File: src/rtl/spi_xfer_ctrl_if.sv
// Control bundle between the register file / clock generator and the SPI transfer sequencer.
// master drives the request and clock-edge pulses; slave is the sequencer itself.
interface spi_xfer_ctrl_if #(
  parameter int LEN_W = 7,
  parameter int SS_W  = 8
);
  logic             start;
  logic [LEN_W-1:0] char_len;
  logic             tx_negedge;
  logic             rx_negedge;
  logic [SS_W-1:0]  ss_sel;
  logic             auto_ss;
  logic             cpol_0;
  logic             cpol_1;

  logic             go;
  logic             tip;
  logic             lstclk;
  logic             tx_shift;
  logic             rx_sample;
  logic [LEN_W:0]   bit_idx;
  logic [SS_W-1:0]  ss_pad_o;
  logic             busy;
  logic             done;

  modport master (
    output start, char_len, tx_negedge, rx_negedge, ss_sel, auto_ss, cpol_0, cpol_1,
    input  go, tip, lstclk, tx_shift, rx_sample, bit_idx, ss_pad_o, busy, done
  );

  modport slave (
    input  start, char_len, tx_negedge, rx_negedge, ss_sel, auto_ss, cpol_0, cpol_1,
    output go, tip, lstclk, tx_shift, rx_sample, bit_idx, ss_pad_o, busy, done
  );
endinterface

File: src/rtl/spi_xfer_ctrl.sv
// Sequences one SPI character: go/tip/lstclk to spi_clgen, per-edge shift/sample strobes, slave selects.
// Every output is registered one cycle after its cause; no backpressure, edge pulses outside XFER are dropped.
module spi_xfer_ctrl #(
  parameter int LEN_W = 7,
  parameter int SS_W  = 8
) (
  input  logic          wb_clk,
  input  logic          wb_reset_n,
  spi_xfer_ctrl_if.slave bus
);

  typedef enum logic [1:0] {
    S_IDLE = 2'd0,
    S_XFER = 2'd1,
    S_DONE = 2'd2
  } state_t;

  localparam logic [LEN_W:0] CNT_ONE = (LEN_W+1)'(1);
  localparam logic [LEN_W:0] CNT_MAX = CNT_ONE << LEN_W;

  state_t          r_state;
  logic [LEN_W:0]  r_tx_cnt;
  logic [LEN_W:0]  r_rx_cnt;
  logic [LEN_W:0]  r_bit_idx;
  logic            r_go;
  logic            r_tip;
  logic            r_lstclk;
  logic            r_tx_shift;
  logic            r_rx_sample;
  logic            r_busy;
  logic            r_done;
  logic [SS_W-1:0] r_ss;

  state_t          w_state_n;
  logic [LEN_W:0]  w_tx_cnt_n;
  logic [LEN_W:0]  w_rx_cnt_n;
  logic [LEN_W:0]  w_bit_idx_n;
  logic            w_go_n;
  logic            w_tip_n;
  logic            w_lstclk_n;
  logic            w_tx_shift_n;
  logic            w_rx_sample_n;
  logic            w_done_n;
  logic [SS_W-1:0] w_ss_n;
  logic [LEN_W:0]  w_len;
  logic            w_tx_edge;
  logic            w_rx_edge;

  // char_len of zero encodes the full 2**LEN_W bit transfer
  assign w_len     = (bus.char_len == '0) ? CNT_MAX : {1'b0, bus.char_len};
  assign w_tx_edge = bus.tx_negedge ? bus.cpol_1 : bus.cpol_0;
  assign w_rx_edge = bus.rx_negedge ? bus.cpol_1 : bus.cpol_0;

  always_ff @(posedge wb_clk or negedge wb_reset_n) begin
    if (!wb_reset_n) begin
      r_state     <= S_IDLE;
      r_tx_cnt    <= '0;
      r_rx_cnt    <= '0;
      r_bit_idx   <= '0;
      r_go        <= 1'b0;
      r_tip       <= 1'b0;
      r_lstclk    <= 1'b0;
      r_tx_shift  <= 1'b0;
      r_rx_sample <= 1'b0;
      r_busy      <= 1'b0;
      r_done      <= 1'b0;
      r_ss        <= '1;
    end else begin
      r_state     <= w_state_n;
      r_tx_cnt    <= w_tx_cnt_n;
      r_rx_cnt    <= w_rx_cnt_n;
      r_bit_idx   <= w_bit_idx_n;
      r_go        <= w_go_n;
      r_tip       <= w_tip_n;
      r_lstclk    <= w_lstclk_n;
      r_tx_shift  <= w_tx_shift_n;
      r_rx_sample <= w_rx_sample_n;
      r_busy      <= (w_state_n != S_IDLE);
      r_done      <= w_done_n;
      r_ss        <= w_ss_n;
    end
  end

  always_comb begin
    w_state_n     = r_state;
    w_tx_cnt_n    = r_tx_cnt;
    w_rx_cnt_n    = r_rx_cnt;
    w_bit_idx_n   = r_bit_idx;
    w_go_n        = 1'b0;
    w_tip_n       = r_tip;
    w_tx_shift_n  = 1'b0;
    w_rx_sample_n = 1'b0;
    w_done_n      = 1'b0;

    case (r_state)
      S_IDLE: begin
        w_tip_n = 1'b0;
        if (bus.start) begin
          w_tx_cnt_n  = w_len;
          w_rx_cnt_n  = w_len;
          w_bit_idx_n = '0;
          w_go_n      = 1'b1;
          w_tip_n     = 1'b1;
          w_state_n   = S_XFER;
        end
      end
      S_XFER: begin
        if (w_tx_edge && (r_tx_cnt != '0)) begin
          w_tx_shift_n = 1'b1;
          w_tx_cnt_n   = r_tx_cnt - CNT_ONE;
          w_bit_idx_n  = r_bit_idx + CNT_ONE;
        end
        if (w_rx_edge && (r_rx_cnt != '0)) begin
          w_rx_sample_n = 1'b1;
          w_rx_cnt_n    = r_rx_cnt - CNT_ONE;
        end
        // the last sample strobe is visible for one cycle before done
        if (r_rx_cnt == '0) begin
          w_tip_n   = 1'b0;
          w_done_n  = 1'b1;
          w_state_n = S_DONE;
        end
      end
      S_DONE: begin
        w_tip_n   = 1'b0;
        w_state_n = S_IDLE;
      end
      default: begin
        w_tip_n   = 1'b0;
        w_state_n = S_IDLE;
      end
    endcase

    w_lstclk_n = w_tip_n && (w_tx_cnt_n == CNT_ONE);
    w_ss_n     = bus.auto_ss ? ~(bus.ss_sel & {SS_W{w_tip_n}}) : ~bus.ss_sel;
  end

  assign bus.go        = r_go;
  assign bus.tip       = r_tip;
  assign bus.lstclk    = r_lstclk;
  assign bus.tx_shift  = r_tx_shift;
  assign bus.rx_sample = r_rx_sample;
  assign bus.bit_idx   = r_bit_idx;
  assign bus.ss_pad_o  = r_ss;
  assign bus.busy      = r_busy;
  assign bus.done      = r_done;

endmodule
File: src/flat_wrapper.sv
// flat-port wrapper written by rule: the top's interface ports become plain ports
module spi_xfer_ctrl_flat 
#(
  parameter int LEN_W = 7,
  parameter int SS_W  = 8
)
  (wb_clk, wb_reset_n, bus_start, bus_char_len, bus_tx_negedge, bus_rx_negedge, bus_ss_sel, bus_auto_ss, bus_cpol_0, bus_cpol_1, bus_go, bus_tip, bus_lstclk, bus_tx_shift, bus_rx_sample, bus_bit_idx, bus_ss_pad_o, bus_busy, bus_done);
  spi_xfer_ctrl_if #(.LEN_W(LEN_W), .SS_W(SS_W)) bus_i ();
  input  logic wb_clk;
  input  logic wb_reset_n;
  input wire logic [$bits(bus_i.start)-1:0] bus_start;
  input wire logic [$bits(bus_i.char_len)-1:0] bus_char_len;
  input wire logic [$bits(bus_i.tx_negedge)-1:0] bus_tx_negedge;
  input wire logic [$bits(bus_i.rx_negedge)-1:0] bus_rx_negedge;
  input wire logic [$bits(bus_i.ss_sel)-1:0] bus_ss_sel;
  input wire logic [$bits(bus_i.auto_ss)-1:0] bus_auto_ss;
  input wire logic [$bits(bus_i.cpol_0)-1:0] bus_cpol_0;
  input wire logic [$bits(bus_i.cpol_1)-1:0] bus_cpol_1;
  output wire logic [$bits(bus_i.go)-1:0] bus_go;
  output wire logic [$bits(bus_i.tip)-1:0] bus_tip;
  output wire logic [$bits(bus_i.lstclk)-1:0] bus_lstclk;
  output wire logic [$bits(bus_i.tx_shift)-1:0] bus_tx_shift;
  output wire logic [$bits(bus_i.rx_sample)-1:0] bus_rx_sample;
  output wire logic [$bits(bus_i.bit_idx)-1:0] bus_bit_idx;
  output wire logic [$bits(bus_i.ss_pad_o)-1:0] bus_ss_pad_o;
  output wire logic [$bits(bus_i.busy)-1:0] bus_busy;
  output wire logic [$bits(bus_i.done)-1:0] bus_done;
  assign bus_i.start = bus_start;
  assign bus_i.char_len = bus_char_len;
  assign bus_i.tx_negedge = bus_tx_negedge;
  assign bus_i.rx_negedge = bus_rx_negedge;
  assign bus_i.ss_sel = bus_ss_sel;
  assign bus_i.auto_ss = bus_auto_ss;
  assign bus_i.cpol_0 = bus_cpol_0;
  assign bus_i.cpol_1 = bus_cpol_1;
  assign bus_go = bus_i.go;
  assign bus_tip = bus_i.tip;
  assign bus_lstclk = bus_i.lstclk;
  assign bus_tx_shift = bus_i.tx_shift;
  assign bus_rx_sample = bus_i.rx_sample;
  assign bus_bit_idx = bus_i.bit_idx;
  assign bus_ss_pad_o = bus_i.ss_pad_o;
  assign bus_busy = bus_i.busy;
  assign bus_done = bus_i.done;
  spi_xfer_ctrl #(.LEN_W(LEN_W), .SS_W(SS_W)) u_core (.wb_clk(wb_clk), .wb_reset_n(wb_reset_n), .bus(bus_i));
endmodule
File: config.mk
export PLATFORM = sky130hd
export DESIGN_NAME = spi_xfer_ctrl_flat
export DESIGN_NICKNAME = d
export VERILOG_FILES = /design/src/rtl/spi_xfer_ctrl_if.sv /design/src/rtl/spi_xfer_ctrl.sv /design/src/flat_wrapper.sv
export SDC_FILE = /design/constraint.sdc
export NUM_CORES = 1
export LEC_CHECK = 0
export CAP_MARGIN = 20
export CORE_MARGIN = 3
export CORE_UTILIZATION = 45
export DETAILED_ROUTE_END_ITERATION = 16
export HOLD_SLACK_MARGIN = 0.03
export PLACE_DENSITY = 0.8
export SLEW_MARGIN = 20
export SYNTH_ARGS = -nofsm -noshare
export SYNTH_HDL_FRONTEND = slang
export SYNTH_SLANG_ARGS = --single-unit
export TNS_END_PERCENT = 20
File: constraint.sdc
create_clock -name wb_clk -period 2 [get_ports wb_clk]
set_input_delay 0.2 -clock wb_clk [delete_from_list [all_inputs] [get_ports wb_clk]]
set_output_delay 0.2 -clock wb_clk [all_outputs]
set_load 0.03 [all_outputs]
==> summary.txt, run 1 <==
Timing
  • Fin. max-slew vios: 0
  • Count of final setup violators: 2
  • Final hold violation count: 0
  • Final setup TNS: -0.1185 ns
  • RSZ-0062 raised after global routing: yes
  • Clock skew: 0.008216 ns
  • Slew headroom: 0.4968
  • Worst Setup Slack, final: -0.09191 ns
  • Worst-Margin Slew: between 0.7 and 0.8 ns
  • Minimum clock period: 2.092 ns
  • Max Fclk: approximately 480 MHz
  • Period utilisation layout: 1.046

Clocking
  • Clock sinks: 41
  • Max H-tree Level: 2
  • Clock latency on the worst-skew pair: 0.29 ns
  • CTS Buf Count: 5
  • Root buffer cell: clkbuf_8
  • Maximum clock insertion buffer count: 2
  • CTS tree: yes
  • CTS clk-pin slew, worst paths: 0.08 ns

Synth
  • #FFs+latches synth: 41
  • Post-synth cell types: 46
  • Sequential area share after synthesis: 0.5024
  • Synth warn: 0
  • Synthesized Nets: 244
  • Avg Cell Area, Syn: roughly 9.5 µm²
  • Syn Inst Count: between 200 and 250
  • Area share of the largest cell type after synthesis: 0.4005
  • Post-synth design cell area: 0.002062 mm²
  • Leading area contributor after synthesis: dfrtp_1
  • Dominant cells by area after synthesis: dfrtp_1 (40%), dfstp_2 (10%), a21oi_1 (4.1%)

Global routing
  • First-pass GRT wire length: 8728 µm
  • Largest net degree at the start of global routing: 35
  • Initial antenna violation count: 0
  • Grt total ovfl: 0
  • Vias in the first global route: 1895
  • Total GRT Usage: 0.2125

Cells and area
  • Multi-input logic area: 0.001033 mm²
  • Register cell area after layout: 0.001036 mm²
  • Share of layout cells above drive strength 1: 0.2583
  • Cell Count, Final, Fillers Out: 352
  • Filler cells: 318
  • Synthesis-to-layout area growth: 46.72%
  • ANT cells: 0
  • Nets: 329

Route
  • ANT nets after route: 0
  • Iter 0 DRT Violations: between 150 and 200
  • Via count: 1951
  • Vias per cell: 5.543
  • Avg WL per Cell: around 16 µm
  • Initial DRT Pass Iterations: 4
  • WL final: 5499 µm
  • Residual DRC: 0

Die
  • # IOs: 46
  • Full die area: about 0.0054 mm²
  • Starting Density: 0.4908
  • Total number of placement rows: 23
  • DIE HEIGHT: between 70 and 80 µm
  • Core Box Area: 0.004202 mm²
  • Die width: about 74 µm

Place
  • DP Wirelength: 3971 µm
  • Dpl cells: 338
  • Number of port buffers: 45
  • Gpl congestion: 0.8809

Pwr
  • Pwr per Cell Area: between 1000 and 1500 mW/mm²
  • Max rail drop VDD: 808.9 µV
  • Leakage: roughly 1.3 nW
  • Overall power: 4.153 mW

Run status
  • Violated checks: negative setup slack
  • Status: finished with violations

Critical path
  • Setup crit start kind: flop
  • Type of the worst setup path: reg -> reg
  • Critical Path End Type: flop
  • Crit-path max FO: 5
  • Required @ worst endpoint: between 2 and 2.5 ns
  • Crit path arrival time: 2.28 ns

Flow run
  • # Max-Cap Violations: 0

Min path
  • Min-delay worst type: in -> reg
==> cells by family after synthesis <==
logic type               share of synthesized area
multiplexers                               0.02488
buffers and inverters                      0.03458
adder cells (fa/ha/maj)                    0.03034
AO/OA/AOI/OAI                               0.1584
flip-flops                                  0.5024
AND/OR/NAND/NOR                             0.2239
XOR/XNOR                                   0.02549
==> area by class of cell <==
cell class | instances | share of cell area
Sequential cell | 41 | 0.3424
Multi-Input combinational cell | 157 | 0.3416
Timing Repair Buffer | 87 | 0.2560
Clock buffer | 6 | 0.02399
Tap cell | 50 | 0.02068
Inverter | 9 | 0.01199
Clock inverter | 2 | 0.003309
==> critical path, cell delays in order (launching register included) <==
cell and delay [ns]:
dfrtp_1 0.40, inv_2 0.09, ha_4 0.12, or3b_4 0.40, buf_6 0.14, o211ai_4 0.18
buf_6 0.16, buf_4 0.11, o211ai_1 0.11, buf_4 0.16, buf_4 0.11
==> through the flow <==
step / util / setup WS [ns] / area, µm² / hold WS (ns)
final: 0.7201 / -0.09191 / 3025 / 0.3950
after global placement: 0.6677 / -0.1429 / 2805 / 0.3056
after floorplan: - / 0.02762 / 2064 / -0.09559
after detailed placement: 0.6677 / -0.2873 / 2805 / 0.3123
after global routing: 0.7201 / -0.1492 / 3025 / 0.3945
after CTS: 0.7076 / -0.05358 / 2973 / 0.3853
==> cell usage after synthesis, drive strengths merged <==
| master | count |
|---|---|
| clkbuf | 6 |
| nand2b | 7 |
| mux2 | 1 |
| a41oi | 1 |
| o211ai | 3 |
| or2 | 2 |
| nor3b | 2 |
| nand3b | 3 |
| nor2b | 3 |
| and4b | 1 |
| a221oi | 1 |
| or3 | 3 |
| buf | 3 |
| xor2 | 5 |
| and3 | 3 |
| a22oi | 2 |
| a2111oi | 1 |
| dfrtp | 33 |
| dfstp | 8 |
| o21ai | 13 |
| mux2i | 4 |
| nor2 | 20 |
| ha | 5 |
| a31oi | 3 |
| a211oi | 1 |
| nor4 | 4 |
| o22ai | 3 |
| o311ai | 1 |
| o22a | 4 |
| or4 | 2 |
| nand4 | 3 |
| nor3 | 5 |
| o21bai | 1 |
| nand2 | 21 |
| nand3 | 9 |
| or3b | 1 |
| a21boi | 1 |
| xnor2 | 1 |
| inv | 9 |
| a21oi | 17 |
==> final timing paths <==
check	start	endpoint	slack (ns)	depth (start not counted)
setup / recovery	u_core.r_tx_cnt[0]$_DFF_PN0_	u_core.r_tx_cnt[0]$_DFF_PN0_	-0.09	10
hold / removal	bus_ss_sel[2]	u_core.bus.ss_pad_o[2]$_DFF_PN1_	0.39	2
setup reg to reg	u_core.r_tx_cnt[0]$_DFF_PN0_	u_core.r_tx_cnt[0]$_DFF_PN0_	-0.09	10
hold reg to reg	u_core.r_rx_cnt[1]$_DFFE_PN0P_	u_core.r_rx_cnt[1]$_DFFE_PN0P_	0.51	2
max in group asynchronous	wb_reset_n	u_core.bus.ss_pad_o[0]$_DFF_PN1_	0.80	3
min in group asynchronous	wb_reset_n	u_core.bus.busy$_DFF_PN0_	0.51	2
==> cells in the final DEF (no fill, tap or decap), types with 2 or more instances in the layout <==
cell type         n
o21ai_0          11
mux2i_1           4
o211ai_1          2
a22oi_1           2
inv_1             5
inv_2             3
nand2_1          21
dfstp_2           8
o22a_1            4
buf_4            38
buf_6             3
nand4_1           3
nor2b_2           2
o22ai_1           3
xor2_1            5
nand3_1           8
nor4_1            3
clkbuf_8          5
nor2_1           20
or3_1             2
clkdlybuf4s50_1  44
clkinv_2          2
dfrtp_1          33
a31oi_1           3
nand2b_1          7
ha_1              4
and3_1            3
nand3b_1          3
a21oi_1          15
nor3_1            5
==> flip-flops by register name, summed over array words and instances, names as in the netlist <==
name / flops
u_core.r_tx_cnt: 8
u_core.bus.bit_idx: 8
u_core.bus.tx_shift: 1
u_core.bus.busy: 1
u_core.bus.go: 1
u_core.bus.lstclk: 1
u_core.bus.rx_sample: 1
u_core.r_state: 2
u_core.bus.ss_pad_o: 8
u_core.bus.tip: 1
u_core.bus.done: 1
u_core.r_rx_cnt: 8
==> per-layer routing <==
| layer | vias up | wire (µm) | share of wire | track usage |
|---|---|---|---|---|
| met4 | 0 | 44 | 0.0080 | 0.06841 |
| met2 | 78 | 2943 | 0.54 | 0.3612 |
| met3 | 4 | 286 | 0.052 | 0.04788 |
| li1 | 938 | - | - | - |
| met1 | 931 | 2225 | 0.40 | 0.2666 |
| met5 | - | 0 | 0 | 0 |
==> timing repair <==
item	4_1_cts	5_1_grt
endpoints found under the setup margin	6	22
hold endpoints to repair	33	0
resized for setup	14	9
setup buffers	2	3
pin swaps	9	4
hold buffers	1	0
==> report_power, final <==
group	leakage, nW	switching, mW	total [mW]	internal (mW)
sequential	0.497	0.231	1.36	1.13
combinational	0.796	1.21	2.28	1.07
clock	0.0450	0.274	0.515	0.242
total	1.34	1.71	4.15	2.44
Power figures use the tool's default switching activity.
==> inputs of run 2 (changes only) <==
ABC_AREA = 1   (was unset)
CORE_UTILIZATION = 46   (was 45)
PLACE_DENSITY = 0.81   (was 0.8)
==> run 2 against run 1 <==
Compared with the run above: highest routed layer unchanged; largest cell class unchanged; routed wire length decreased by 4.6%; the flow now finishes without violations; sequential share of layout area increased by 2.3 points; first-iteration DRC count decreased by 39%; critical path type unchanged.
==> summary.txt, run 2 <==
Route
  • Vias per cell: 5.147 (-7.1%)
  • WL final: 5245 µm (-4.6%)
  • Avg WL per Cell: 13.99 µm (-10%)
  • Via count: 1930 (-1.1%)
  • Iter 0 DRT Violations: 119 (-39%)
  • Residual DRC: 0 (unchanged)
  • ANT nets after route: 0 (unchanged)
  • Initial DRT Pass Iterations: 4 (unchanged)

Timing
  • Clock skew: 0.006009 ns (-0.002207 ns)
  • Final setup TNS: 0 ns (+0.1185 ns)
  • Worst-Margin Slew: 0.7646 ns (+0.009809 ns)
  • RSZ-0062 raised after global routing: no
  • Final hold violation count: 0 (unchanged)
  • Minimum clock period: 1.788 ns (-0.3040 ns)
  • Slew headroom: 0.4903 (-0.006540)
  • Period utilisation layout: 0.8939 (-0.1520)
  • Count of final setup violators: 0 (-2)
  • Fin. max-slew vios: 0 (unchanged)
  • Max Fclk: 559.3 MHz (+17%)

Synth
  • Post-synthesis async set-or-reset flop share: 1.000 (unchanged)
  • Dominant cells by area after synthesis: dfrtp_1 (37%), nand2_1 (12%), dfstp_2 (9.5%)
  • Syn Inst Count: 267 (+24%)
  • Most frequent cell after synthesis: nand2_1
  • Avg Cell Area, Syn: 8.266 µm² (-13%)
  • Synth warn: 0 (unchanged)
  • Post-synth design cell area: 0.002207 mm² (+7.0%)
  • #FFs+latches synth: 41 (unchanged)
  • Synthesized Nets: 295 (+21%)
  • Post-synth cell types: 38 (-17%)
  • EDFF count, synth: 0 (unchanged)
  • Sequential area share after synthesis: 0.4694 (-0.03304)
  • Leading area contributor after synthesis: dfrtp_1
  • Area share of the largest cell type after synthesis: 0.3741 (-0.02634)
  • Synth cell count leaders: nand2_1 (70), dfrtp_1 (33), inv_1 (27), nor2_1 (21), nand3_1 (20)
  • Main flop type after synthesis: dfrtp_1

Die
  • Die width: 75.27 µm (+2.1%)
  • DIE HEIGHT: 75.27 µm (+2.1%)
  • Full die area: 0.005666 mm² (+4.3%)
  • Total number of placement rows: 24 (+4.3%)
  • Core Box Area: 0.004504 mm² (+7.2%)
  • Starting Density: 0.4900 (-0.0007683)
  • # IOs: 46 (unchanged)

Global routing
  • Vias in the first global route: 1989 (+5.0%)
  • First-pass GRT wire length: 8797 µm (+0.79%)
  • Grt total ovfl: 0 (unchanged)
  • Total GRT Usage: 0.2050 (-0.007533)
  • Initial antenna violation count: 0 (unchanged)
  • Largest net degree at the start of global routing: 35 (unchanged)

Clocking
  • CTS Buf Count: 5 (unchanged)
  • Post-CTS setup buffers: 0 (-2)
  • Post_cts resized: 0 (-14)
  • CTS tree: yes
  • Root buffer cell: clkbuf_8
  • CTS clk-pin slew, worst paths: 0.07 ns (about the same)
  • Clock latency on the worst-skew pair: 0.29 ns (about the same)
  • Clock sinks: 41 (unchanged)
  • Max H-tree Level: 2 (unchanged)
  • Maximum clock insertion buffer count: 2 (unchanged)

Critical path
  • Critical Path End Type: flop
  • Type of the worst setup path: reg -> reg
  • Required @ worst endpoint: 2.17 ns (-0.02 ns)
  • Setup crit start kind: flop
  • Crit-path max FO: 15 (+10)
  • Crit path arrival time: 1.96 ns (-0.32 ns)

Cells and area
  • Commonest non-fill, non-tap cells in the layout: nand2_1 (70), clkdlybuf4s50_1 (44), dfrtp_1 (33)
  • Core Util, Final: 0.6300 (-0.09007)
  • Nets: 350 (+6.4%)
  • ANT cells: 0 (unchanged)
  • Multi-input logic area: 0.001008 mm² (-2.4%)
  • Register cell area after layout: 0.001036 mm² (unchanged)
  • Share of layout cells above drive strength 1: 0.1455 (-0.1128)
  • Filler cells: 388 (+22%)
  • Synthesis-to-layout area growth: 28.57%
  • Commonest non-fill, non-tap cell in the layout: nand2_1

Place
  • DP Wirelength: 4024 µm (+1.3%)
  • Gpl congestion: 0.8568 (-2.7%)
  • Number of port buffers: 45 (unchanged)

Pwr
  • Max rail drop VDD: 836.6 µV (+3.4%)
  • Leakage: 1.354 nW (+1.2%)
  • Pwr per Cell Area: 1413 mW/mm² (+2.9%)

Min path
  • Min-delay worst type: in -> reg

Flow run
  • # Max-Cap Violations: 0 (unchanged)

Run status
  • Status: finished clean
run 2: cell count changes in the layout (fill, tap and decap cells not counted), moves of 4 or more:
cell,before,now
nand2_1,21,70
buf_4,38,6
inv_1,5,27
nand3_1,8,20
a21oi_1,15,7
nand2b_1,7,0
nor2_2,0,5
o21ai_1,1,6
mux2i_1,4,0
nand2_2,0,4
o22a_1,4,0
run 2: power breakdown:
| group | leakage [nW] | internal, mW | switching, mW | total, mW |
|---|---|---|---|---|
| Combinational | 0.819 | 0.770 | 1.29 | 2.06 |
| Clock | 0.0445 | 0.280 | 0.284 | 0.565 |
| Sequential | 0.491 | 1.14 | 0.245 | 1.39 |
| Total | 1.35 | 2.19 | 1.82 | 4.01 |
run 2: critical path, cell delays in order, from the launching register on:
cell and delay, ns:
dfrtp_1 0.38, inv_1 0.14, ha_1 0.19, nor3b_1 0.18, nand2_1 0.22, nand3_2 0.15, nand2_2 0.18, a21oi_1 0.18
a21oi_1 0.05
run 2: path summary, 6_finish.rpt:
path                            slack, ns                          endpoint                            from  cells past startpoint
worst min-delay path                 0.39  u_core.bus.ss_pad_o[2]$_DFF_PN1_                   bus_ss_sel[2]                      2
max in group asynchronous            0.79  u_core.bus.ss_pad_o[3]$_DFF_PN1_                      wb_reset_n                      3
worst max register to register       0.21    u_core.r_rx_cnt[3]$_DFFE_PN0P_  u_core.r_rx_cnt[0]$_DFFE_PN0P_                      8
min in group asynchronous            0.52    u_core.r_rx_cnt[2]$_DFFE_PN0P_                      wb_reset_n                      2
worst min register to register       0.55      u_core.r_tx_cnt[1]$_DFF_PN0_    u_core.r_tx_cnt[1]$_DFF_PN0_                      2
worst max-delay path                 0.21    u_core.r_rx_cnt[3]$_DFFE_PN0P_  u_core.r_rx_cnt[0]$_DFFE_PN0P_                      8
run 2: metrics by stage:
step           power (mW)  std cells  cell area [µm²]  hold WS (ns)  setup slack, ns
2_1_floorplan       2.787        267             2207      -0.09559           0.4536
3_3_place_gp        3.367        366             2734        0.3145           0.1741
3_5_place_dp        3.445        366             2734        0.3237           0.1097
4_1_cts             4.024        375             2838        0.3854           0.2222
5_1_grt             4.335        375             2838        0.3990          0.05989
6_report            4.008        375             2838        0.3935           0.2121
run 2: cell type report:
class                           instances  area share
Tap cell                               52     0.02293
Inverter                               35     0.04718
Clock buffer                            7     0.03042
Clock inverter                          1    0.002646
Multi-Input combinational cell        187      0.3554
Timing Repair Buffer                   52      0.1764
Sequential cell                        41      0.3651
run 2: logic make-up (layout without fill, tap and decap cells):
group,count (synthesis),after routing,synth area share
adders and majority gates,5,5,0.02834
buffers and inverters,39,95,0.07370
and+or+nand+nor,139,139,0.2959
xor gates and xnor gates,7,7,0.02778
AOI/OAI and AO/OA,36,36,0.1049
DFF,41,41,0.4694
run 2: repair_timing:
action                     CTS  global route
hold buffers                 1             0
hold endpoints to repair    33             0
setup endpoints to repair    0             0
run 2: layer usage:
metal,GRT usage,up-vias,part of all wire
met5,0,-,0
met4,0.07379,0,0.018
met3,0.04272,10,0.045
met2,0.3453,54,0.50
met1,0.2610,898,0.44
li1,-,968,-
==> patch (settings of run 1) <==
`LEN_W` is set to 7 in 3 places; all go to 14.
--- a/src/rtl/spi_xfer_ctrl_if.sv
+++ b/src/rtl/spi_xfer_ctrl_if.sv
@@ -1,7 +1,7 @@
 // Control bundle between the register file / clock generator and the SPI transfer sequencer.
 // master drives the request and clock-edge pulses; slave is the sequencer itself.
 interface spi_xfer_ctrl_if #(
-  parameter int LEN_W = 7,
+  parameter int LEN_W = 14,
   parameter int SS_W  = 8
 );
   logic             start;
--- a/src/rtl/spi_xfer_ctrl.sv
+++ b/src/rtl/spi_xfer_ctrl.sv
@@ -1,7 +1,7 @@
 // Sequences one SPI character: go/tip/lstclk to spi_clgen, per-edge shift/sample strobes, slave selects.
 // Every output is registered one cycle after its cause; no backpressure, edge pulses outside XFER are dropped.
 module spi_xfer_ctrl #(
-  parameter int LEN_W = 7,
+  parameter int LEN_W = 14,
   parameter int SS_W  = 8
 ) (
   input  logic          wb_clk,
--- a/src/flat_wrapper.sv
+++ b/src/flat_wrapper.sv
@@ -1,7 +1,7 @@
 // flat-port wrapper written by rule: the top's interface ports become plain ports
 module spi_xfer_ctrl_flat 
 #(
-  parameter int LEN_W = 7,
+  parameter int LEN_W = 14,
   parameter int SS_W  = 8
 )
   (wb_clk, wb_reset_n, bus_start, bus_char_len, bus_tx_negedge, bus_rx_negedge, bus_ss_sel, bus_auto_ss, bus_cpol_0, bus_cpol_1, bus_go, bus_tip, bus_lstclk, bus_tx_shift, bus_rx_sample, bus_bit_idx, bus_ss_pad_o, bus_busy, bus_done);
Interface: changed (resized bus_bit_idx and bus_char_len); port bits go from 46 to 60. No check against the original RTL was run, so the function may have changed too.
==> patch against run 1 <==
  * The run still ends with setup timing left
  * Routed wire length grew 120%
  * Sequential cell count grew 21
  * Critical path depth shrank 2
  * Total power grew 79%
  * Sequential share of layout area shrank 5.1 points
  * Area after synthesis grew 64%
  * Critical path type unchanged
  * Design area grew 78%
  * Worst setup slack lost 0.25 ns
==> patch: results <==
set metrics [dict create \
    port_buffers 59 \
    dpl-instance-area_mm2 0.004832 \
    netlist_instances 363 \
    wl_met3_um 696 \
    status "complete, but fails checks" \
    vias_per_cell 5.835 \
    switching_share_pct 42.32 \
    p_leak_uw 0.002279 \
    grtUsageMet2_pct 45.95 \
    powerDensity_mw_per_mm2 1386 \
    worstPathArrival_ns 2.59 \
    avgRoutedWirePerCell_um 18.90 \
    setup_tns_ns -2.346 \
    ir_worst_vdd_v 0.0006938 \
    drt_iter0_markers 295 \
    yosysSeqAreaShare_pct 46.09 \
    gp_congestion 0.9508 \
    nets 565 \
    p_seq_uw 2120 \
    post-cts-setup-buffer-count 8 \
    violations "setup timing" \
    globalRouteMet1Util_pct 36.07 \
    num-fill-cells 533 \
    synth.top_cells.by_count "dfrtp_1 (54), nor2_1 (39), nand2_1 (26)" \
    yosys-top-cells-area "dfrtp_1 (40%), dfstp_2 (6.2%), nor2_1 (4.3%)" \
    r2r_end "u_core.bus.lstclk$_DFF_PN0_" \
    slew_headroom_pct 64.93 \
    pg_comb_uw 4220 \
    drive_gt1_share_pct 37.80 \
    synth_fa_ha_area_share_pct 1.108 \
    dp_hpwl_mm 8.317 \
    m1WireLength_mm 4.935 \
    first_pass_iters 5 \
    cp_max_fo 3 \
    wl_met2_mm 6.084 \
    skew_ns 0.01177 \
    dpl_worst_slack_ns -0.3902 \
    worstSetupEndpoint "u_core.bus.lstclk$_DFF_PN0_" \
    synth-xor-area-share_pct 2.326 \
    clk_latency_ns 0.34 \
    cts-resized-gates 49 \
    synth_mux_area_share_pct 1.219 \
    vias 3711 \
    grt_usage_pct 27.67 \
    fin_ws_ns -0.3455 \
    setup_viol 24 \
    cts.htree.levels 3 \
    synth-compound-area-share_pct 18.46 \
    synth_cell_types 69 \
    grt_start_max_net_pins 28 \
    grt_pass1_wl_mm 18.27 \
]
patch: cell count changes after synthesis, sizes merged, moves of 7 or more:
| cell | run 1 | this run |
|---|---|---|
| nor3 | 5 | 20 |
| a21oi | 17 | 25 |
| inv | 9 | 23 |
| buf | 3 | 10 |
| dfrtp | 33 | 54 |
| o21ai | 13 | 23 |
| nor2 | 20 | 39 |
patch: worst min path at each step:
stage | slack, ns | end | startpoint | depth (start not counted)
2_1_floorplan | -0.1 | u_core.bus.bit_idx[0]$_DFFE_PN0P_ | wb_reset_n | 0
3_3_place_gp | 0.19 | u_core.bus.bit_idx[3]$_DFFE_PN0P_ | wb_reset_n | 1
3_5_place_dp | 0.19 | u_core.bus.bit_idx[3]$_DFFE_PN0P_ | wb_reset_n | 1
4_1_cts | 0.33 | u_core.bus.ss_pad_o[3]$_DFF_PN1_ | bus_ss_sel[3] | 2
5_1_grt | 0.34 | u_core.bus.ss_pad_o[1]$_DFF_PN1_ | bus_ss_sel[1] | 2
6_report | 0.34 | u_core.bus.ss_pad_o[3]$_DFF_PN1_ | bus_ss_sel[3] | 2
patch: worst max-delay path, cell delays in order, from the launching register on:
cell and delay [ns]:
dfrtp_1 0.39, buf_4 0.17, nor4_4 0.33, nand4_1 0.26
or2_4 0.32, o32ai_2 0.27, a21oi_1 0.14, nor3_2 0.17
nor4b_4 0.21
patch: cell type report:
| cell class | count | area, µm² | area share (%) |
|---|---|---|---|
| inverters | 23 | 88.84 | 1.654 |
| flip-flops and latches | 62 | 1565 | 29.14 |
| well taps | 99 | 123.9 | 2.306 |
| multi-input cells | 265 | 1944 | 36.20 |
| repair buffers | 171 | 1458 | 27.14 |
| clock buffers | 11 | 131.4 | 2.446 |
| clock inverters | 5 | 60.06 | 1.118 |
